[src/rtl/cmd_seq_pkg.sv]
// Shared definitions for the command sequencer.
// Holds the command frame width, the fn encodings, the command layout
// and the issue FSM state type.
package cmd_seq_pkg;

    // Serial command frame width: data[3:0] followed by fn[1:0]
    localparam int CMD_W = 6;

    // fn encodings seen by the user module
    localparam logic [1:0] FN_NOP  = 2'b00;
    localparam logic [1:0] FN_LOAD = 2'b01;
    localparam logic [1:0] FN_OP2  = 2'b10;
    localparam logic [1:0] FN_OP3  = 2'b11;

    // Frame layout as it arrives MSB first
    typedef struct packed {
        logic [3:0] data;
        logic [1:0] fn;
    } cmd_t;

    // Issue FSM states
    typedef enum logic [1:0] {
        IDLE  = 2'd0,
        ISSUE = 2'd1,
        GAP   = 2'd2
    } seq_state_e;

endpackage

[src/rtl/cmd_fifo.sv]
// Synchronous FIFO for buffered command frames.
// Ports: clk, rst_n (async active-low), push/din write side, pop/dout read
// side (dout shows the head entry combinationally), full/empty status.
// A push while full is accepted only when a pop happens on the same edge.
module cmd_fifo #(
    parameter int DEPTH = 4,
    parameter int WIDTH = 6
) (
    input  logic             clk,
    input  logic             rst_n,
    input  logic             push,
    input  logic [WIDTH-1:0] din,
    input  logic             pop,
    output logic [WIDTH-1:0] dout,
    output logic             full,
    output logic             empty
);

    localparam int PTR_W = (DEPTH > 1) ? $clog2(DEPTH) : 1;
    localparam int CNT_W = $clog2(DEPTH + 1);

    logic [WIDTH-1:0] mem_q [DEPTH];
    logic [PTR_W-1:0] wr_ptr_q, wr_ptr_d;
    logic [PTR_W-1:0] rd_ptr_q, rd_ptr_d;
    logic [CNT_W-1:0] count_q, count_d;
    logic             wr_en_s;
    logic             rd_en_s;

    assign full    = (count_q == CNT_W'(DEPTH));
    assign empty   = (count_q == {CNT_W{1'b0}});
    assign dout    = mem_q[rd_ptr_q];
    assign rd_en_s = pop & ~empty;
    // When full, the slot being written is the one being read this edge
    assign wr_en_s = push & (~full | rd_en_s);

    // Next pointer and occupancy; power-of-two depth lets pointers wrap naturally
    always_comb begin
        wr_ptr_d = wr_en_s ? (wr_ptr_q + {{(PTR_W-1){1'b0}}, 1'b1}) : wr_ptr_q;
        rd_ptr_d = rd_en_s ? (rd_ptr_q + {{(PTR_W-1){1'b0}}, 1'b1}) : rd_ptr_q;
        case ({wr_en_s, rd_en_s})
            2'b10:   count_d = count_q + {{(CNT_W-1){1'b0}}, 1'b1};
            2'b01:   count_d = count_q - {{(CNT_W-1){1'b0}}, 1'b1};
            default: count_d = count_q;
        endcase
    end

    // Storage, pointers and count
    always_ff @(posedge clk or negedge rst_n) begin
        if (!rst_n) begin
            wr_ptr_q <= {PTR_W{1'b0}};
            rd_ptr_q <= {PTR_W{1'b0}};
            count_q  <= {CNT_W{1'b0}};
            for (int i = 0; i < DEPTH; i++) begin
                mem_q[i] <= {WIDTH{1'b0}};
            end
        end else begin
            wr_ptr_q <= wr_ptr_d;
            rd_ptr_q <= rd_ptr_d;
            count_q  <= count_d;
            if (wr_en_s) begin
                mem_q[wr_ptr_q] <= din;
            end
        end
    end

endmodule

[src/rtl/cmd_sequencer.sv]
// Serial command feeder for the 4-bit user module.
// Deserialises 6-bit frames (data[3:0] then fn[1:0], MSB first) from
// ser_dat while ser_en is high, buffers them, and replays each as
// data_out/fn_out held HOLD_CYCLES clocks followed by GAP_CYCLES of fn=00.
// Ports: clk, rst_n (async active-low), ser_en/ser_dat serial input,
// hold (blocks starting a new issue), clr_ovf (clears overflow),
// fn_out/data_out (registered), busy, fifo_full, overflow (sticky drop flag).
module cmd_sequencer #(
    parameter int HOLD_CYCLES = 2,
    parameter int GAP_CYCLES  = 1,
    parameter int FIFO_DEPTH  = 4
) (
    input  logic       clk,
    input  logic       rst_n,
    input  logic       ser_en,
    input  logic       ser_dat,
    input  logic       hold,
    input  logic       clr_ovf,
    output logic [1:0] fn_out,
    output logic [3:0] data_out,
    output logic       busy,
    output logic       fifo_full,
    output logic       overflow
);

    import cmd_seq_pkg::*;

    localparam int CNT_MAX = (HOLD_CYCLES > GAP_CYCLES) ? HOLD_CYCLES : GAP_CYCLES;
    localparam int CNT_W   = (CNT_MAX > 1) ? $clog2(CNT_MAX) : 1;
    localparam logic [CNT_W-1:0] HOLD_LOAD = CNT_W'(HOLD_CYCLES - 1);
    localparam logic [CNT_W-1:0] GAP_LOAD  = CNT_W'((GAP_CYCLES > 0) ? (GAP_CYCLES - 1) : 0);
    localparam logic [2:0]       LAST_BIT  = 3'd5;

    // Deserialiser: only five bits are stored, the sixth is taken straight from ser_dat
    logic [2:0]       bit_cnt_q, bit_cnt_d;
    logic [4:0]       shift_q, shift_d;
    logic             frame_push_s;
    logic [CMD_W-1:0] frame_s;

    logic             ovf_q, ovf_d;
    logic             drop_s;

    logic             fifo_full_s;
    logic             fifo_empty_s;
    logic [CMD_W-1:0] fifo_dout_s;
    cmd_t             head_s;
    logic             pop_s;

    seq_state_e       state_q, state_d;
    logic [CNT_W-1:0] cnt_q, cnt_d;
    logic [1:0]       fn_q, fn_d;
    logic [3:0]       data_q, data_d;

    assign frame_s = {shift_q, ser_dat};
    assign head_s  = fifo_dout_s;

    // Shift in serial bits; an early ser_en drop discards the partial frame
    always_comb begin
        shift_d      = shift_q;
        bit_cnt_d    = bit_cnt_q;
        frame_push_s = 1'b0;
        if (ser_en) begin
            shift_d = {shift_q[3:0], ser_dat};
            if (bit_cnt_q == LAST_BIT) begin
                bit_cnt_d    = 3'd0;
                frame_push_s = 1'b1;
            end else begin
                bit_cnt_d    = bit_cnt_q + 3'd1;
                frame_push_s = 1'b0;
            end
        end else begin
            bit_cnt_d    = 3'd0;
            frame_push_s = 1'b0;
        end
    end

    // Sticky overflow; a drop on the same edge as clr_ovf keeps the flag set
    always_comb begin
        drop_s = frame_push_s & fifo_full_s & ~pop_s;
        if (drop_s) begin
            ovf_d = 1'b1;
        end else if (clr_ovf) begin
            ovf_d = 1'b0;
        end else begin
            ovf_d = ovf_q;
        end
    end

    cmd_fifo #(
        .DEPTH (FIFO_DEPTH),
        .WIDTH (CMD_W)
    ) u_fifo (
        .clk   (clk),
        .rst_n (rst_n),
        .push  (frame_push_s),
        .din   (frame_s),
        .pop   (pop_s),
        .dout  (fifo_dout_s),
        .full  (fifo_full_s),
        .empty (fifo_empty_s)
    );

    // Issue FSM next state and next registered outputs
    always_comb begin
        state_d = state_q;
        cnt_d   = cnt_q;
        fn_d    = fn_q;
        data_d  = data_q;
        pop_s   = 1'b0;
        case (state_q)
            IDLE: begin
                fn_d = FN_NOP;
                if (!fifo_empty_s && !hold) begin
                    pop_s   = 1'b1;
                    data_d  = head_s.data;
                    fn_d    = head_s.fn;
                    cnt_d   = HOLD_LOAD;
                    state_d = ISSUE;
                end else begin
                    pop_s   = 1'b0;
                    state_d = IDLE;
                end
            end
            ISSUE: begin
                if (cnt_q == {CNT_W{1'b0}}) begin
                    fn_d = FN_NOP;
                    if (GAP_CYCLES > 0) begin
                        cnt_d   = GAP_LOAD;
                        state_d = GAP;
                    end else begin
                        state_d = IDLE;
                    end
                end else begin
                    cnt_d = cnt_q - {{(CNT_W-1){1'b0}}, 1'b1};
                end
            end
            GAP: begin
                fn_d = FN_NOP;
                if (cnt_q == {CNT_W{1'b0}}) begin
                    state_d = IDLE;
                end else begin
                    cnt_d = cnt_q - {{(CNT_W-1){1'b0}}, 1'b1};
                end
            end
            default: begin
                fn_d    = FN_NOP;
                state_d = IDLE;
            end
        endcase
    end

    // Deserialiser and overflow state
    always_ff @(posedge clk or negedge rst_n) begin
        if (!rst_n) begin
            bit_cnt_q <= 3'd0;
            shift_q   <= 5'd0;
            ovf_q     <= 1'b0;
        end else begin
            bit_cnt_q <= bit_cnt_d;
            shift_q   <= shift_d;
            ovf_q     <= ovf_d;
        end
    end

    // Issue FSM with its registered outputs
    always_ff @(posedge clk or negedge rst_n) begin
        if (!rst_n) begin
            state_q <= IDLE;
            cnt_q   <= {CNT_W{1'b0}};
            fn_q    <= FN_NOP;
            data_q  <= 4'd0;
        end else begin
            state_q <= state_d;
            cnt_q   <= cnt_d;
            fn_q    <= fn_d;
            data_q  <= data_d;
        end
    end

    assign fn_out    = fn_q;
    assign data_out  = data_q;
    assign overflow  = ovf_q;
    assign fifo_full = fifo_full_s;
    assign busy      = (state_q != IDLE) | ~fifo_empty_s;

endmodule
[config.mk]
export PLATFORM = sky130hd
export DESIGN_NAME = cmd_sequencer
export DESIGN_NICKNAME = d
export VERILOG_FILES = /design/src/rtl/cmd_seq_pkg.sv /design/src/rtl/cmd_fifo.sv /design/src/rtl/cmd_sequencer.sv
export SDC_FILE = /design/constraint.sdc
export NUM_CORES = 1
export LEC_CHECK = 0
export BUFFER_PORTS_ARGS = -buffer_cell sky130_fd_sc_hd__buf_4
export CAP_MARGIN = 10
export CORE_AREA = 3 3 66 68
export CTS_CLUSTER_SIZE = 16
export DETAILED_ROUTE_END_ITERATION = 10
export DIE_AREA = 0 0 69 71
export GPL_TIMING_DRIVEN = 1
export HOLD_SLACK_MARGIN = 0.15
export MAX_ROUTING_LAYER = met4
export PLACE_DENSITY = 0.77
export SYNTH_ARGS = -nofsm -noshare
export SYNTH_HDL_FRONTEND = slang
export SYNTH_HIERARCHICAL = 1
export SYNTH_SLANG_ARGS = --single-unit
[constraint.sdc]
create_clock -name clk -period 2.8 [get_ports clk]
set_input_delay 0.56 -clock clk [delete_from_list [all_inputs] [get_ports clk]]
set_output_delay 0.56 -clock clk [all_outputs]
set_load 0.005 [all_outputs]
==> results summary <==
The floorplan step set the die width to 69 µm. On the final layout, the worst clock skew is 0.00722 ns. The number of warnings reported in the yosys synthesis log is 6. The number of global-route vias before repair is between 1000 and 1500. The post-synthesis instance total is 161.

The capturing point of the worst reg2reg path is u_fifo/count_q[2]$_DFFE_PN0P_. The TritonCTS buffer count came out at 5. The worst setup path is captured at a flip-flop. The number of antenna-violating nets in the routed design came out at 0.

In this run the number of H-tree levels came out at 2. The worst register-to-register path has a depth of 11. Once placement finished, the instance area stood at 2430 µm².

From synthesis to final layout, the design area changed by 11.8%. The worst setup path is of the flip-flop to flip-flop kind. The total number of nets in the final design is 198.

The mapped netlist covers 2260 µm². The die covers about 4900 µm². The later pin in the worst-skew pair is clocked with a latency of 0.31 ns. The number of max-slew violations in the final report is 0. Dividing the detail-routed via count by the number of cells gives around 5.5.

Entering global routing, the biggest net connects 50 pins. Along the worst path, the maximum fanout reaches 5. Across all register-to-register paths, the minimum setup slack is 0.28 ns. Power spread over the standard cell area amounts to between 700 and 800 nW/µm². Per report_power, the combinational group accounts for 27.1% of the total. Setup repair after global routing left no endpoint under its margin. The CTS sink count is 49. The library cell used most frequently in the layout, excluding fill and tap cells, is dfrtp_1.

After routing the design area is 2530 µm². The maximum operating frequency is 397 MHz. The share of total power dissipated in sequential elements is about half.

The proportion of register bits with asynchronous set or reset after synthesis came out at 100%. The startpoint of the most critical register-to-register path is state_q[0]$_DFFE_PN0P_. The wire length of the first global-routing pass is about 6.6 mm. After floorplanning, the core was sized to cover 3910 µm².

The number of setup violations in the final report came out at 0. Final hold analysis gives a worst-case slack of 0.242 ns. In the final routed layout, each cell accounts on average for 16.2 µm. Summed over all cells, the static leakage comes to 1.23 nW. Yosys mapped a number of flops with a built-in enable equal to 0. The die extent in y came out at 71 µm. The number of max-cap violations came out at 0.

The fraction of final layout cells sized beyond drive strength 1 is 39.3%. At the pin with the least slew margin, the transition time is about 0.66 ns. The number of distinct standard cells referenced by the synthesized netlist came out at 29. The total I/O pin count came out at 15.

The count of input and output buffers is 14. The setup TNS is 0 ns. After the flow finishes, the layout carries non-filler instances totaling 233. The min-delay analysis places its worst path in the category input pin to asynchronous set/reset pin.

The internal cell power is 1.29 mW. The estimated wirelength of the detail-placed design is between 2 and 3 mm. The global-route congestion overflow total came out at 0. Leaving out fill and tap cells, the most frequent cells in the layout are dfrtp_1 (49), mux2_2 (30), buf_4 (18). The number of placement rows is 23. The global placement routability congestion is around 0.83. The power dissipated by switching net loads is 0.629 mW. The most used flip-flop cell after synthesis is dfrtp_1. The number of DRC markers in iteration 0 came out at 100.

The buffer type at the clock tree root is clkbuf_8. The end-of-flow core utilization came out at between 60% and 70%. The number of nets handed over by synthesis was 177.

The overall routing resource usage came out at 18.2%. The headroom to the max-slew limit is 55.9%. The effective utilization at floorplan is ~58%. The average size of a mapped cell is 14.1 µm². The register bit count reported by yosys is 49.

The required time of the worst setup path came out at 3.04 ns. The count of inserted antenna diode cells is 0. The post-route total power is slightly below 2 mW.

The via total after detailed routing is 1271. After clock tree synthesis, the clock-pin slew on the worst setup and hold paths is 0.09 ns. In this run, the clock network consumes 21.4% of the power. Net switching is 32.8% of the power. The worst slack at placement came out at 0.165 ns.

Setup slack on the critical path of the routed design comes to 0.279 ns. After detailed routing, the total wire length is 3.77 mm. The number of antenna violations at the first check in global routing came out at 0.

The number of buffers on the longest clock path came out at 2. TritonCTS built the clock tree. In the finished design, the share of the clock period the worst path needs comes to 90.0%. The first detailed-routing pass ran for 4 iterations. The minimum clock period is 2.52 ns. STA classifies the critical path startpoint as a flip-flop. Data arrives at the worst endpoint at between 2 and 3 ns. The final hold violation count came to 0. The sequential share of the synthesized area is about 54%.

The number of placed cells counting well taps came out at 225. The flow ran to the end, and the final reports show no timing, DRC or antenna violations. VDD sags by at most 0.000344 V. The DRC violation count after routing came out at 0.
## worst max path at each step
stage                                  startpoint                       endpoint  slack [ns]  cells past startpoint
floorplan           u_fifo/count_q[0]$_DFFE_PN0P_  u_fifo/count_q[2]$_DFFE_PN0P_        0.33                     11
global placement    u_fifo/count_q[0]$_DFFE_PN0P_  u_fifo/count_q[2]$_DFFE_PN0P_        0.33                     10
detailed placement  u_fifo/count_q[0]$_DFFE_PN0P_  u_fifo/count_q[2]$_DFFE_PN0P_        0.16                     10
CTS                 u_fifo/count_q[0]$_DFFE_PN0P_  u_fifo/count_q[2]$_DFFE_PN0P_        0.15                     10
global route               state_q[0]$_DFFE_PN0P_  u_fifo/count_q[2]$_DFFE_PN0P_        0.09                     11
finish                     state_q[0]$_DFFE_PN0P_  u_fifo/count_q[2]$_DFFE_PN0P_        0.28                     11
## synthesized netlist by cell type (all sizes together) (2+ instances only)
cell    n  area share, %
mux2   34             18
buf     4            1.2
inv     9            1.5
nor2    6            1.0
dfrtp  49             54
xnor2   3            1.2
nor2b   2           0.55
o21ai   4           0.88
ha      9            5.0
mux4    6            6.0
nand2  14            2.3
mux2i   3            1.3
nand3   4           0.88
xor2    3            1.2
## critical path, stage by stage (launching register included)
cell	delay [ns]
dfrtp_1	0.38
inv_1	0.09
ha_1	0.22
nor3b_2	0.19
nor4b_4	0.33
or2b_2	0.21
ha_1	0.18
inv_1	0.06
fa_1	0.37
xor2_1	0.15
nor2_1	0.12
xor2_1	0.16
## routing by layer
metal	vias to the layer above	wire length, µm	global-route usage [%]
li1	598	-	-
met5	-	0	-
met1	649	1560	21.5
met4	0	38	5.86
met2	19	2020	29.9
met3	5	154	5.54
## power groups by stage
stage	Sequential, mW	Clock, mW	Combinational [mW]
after floorplan	0.924	0	0.445
after global placement	0.991	0	0.491
after detailed placement	1.01	0	0.525
after CTS	0.990	0.423	0.530
after global routing	1.02	0.452	0.590
final	0.989	0.411	0.521
## sequential cells by signal (all words and copies together), names as in the netlist, 3 cells and up
register / count
data_out: 4
bit_cnt_q: 3
shift_q: 5
u_fifo/mem_q: 24
u_fifo/count_q: 3
## kinds of logic (layout without fill, tap and decap cells)
kind of cell,count (synthesis),in the layout,share of synthesized area (%)
flip-flops,49,49,54.2
multiplexers,43,43,24.9
AND/OR/NAND/NOR,33,33,7.96
buffers and inverters,13,35,2.71
adder cells (fa/ha/maj),10,10,5.86
AO/OA/AOI/OAI,7,7,2.05
XOR/XNOR,6,6,2.32
## what timing repair did
item,in CTS,in global routing
buffers inserted,0,0
setup endpoints to repair,0,1
hold buffers,0,0
resized for setup,0,1
## final cells by class
| type | count | area, µm² |
|---|---|---|
| flip-flops and latches | 49 | 1230 |
| multi-input cells | 99 | 980 |
| well taps | 50 | 62.6 |
| inverters | 9 | 33.8 |
| repair buffers | 18 | 135 |
| clock buffers | 5 | 68.8 |
| clock inverters | 3 | 22.5 |
| fillers | 292 | 1390 |
Power figures use the tool's default switching activity.
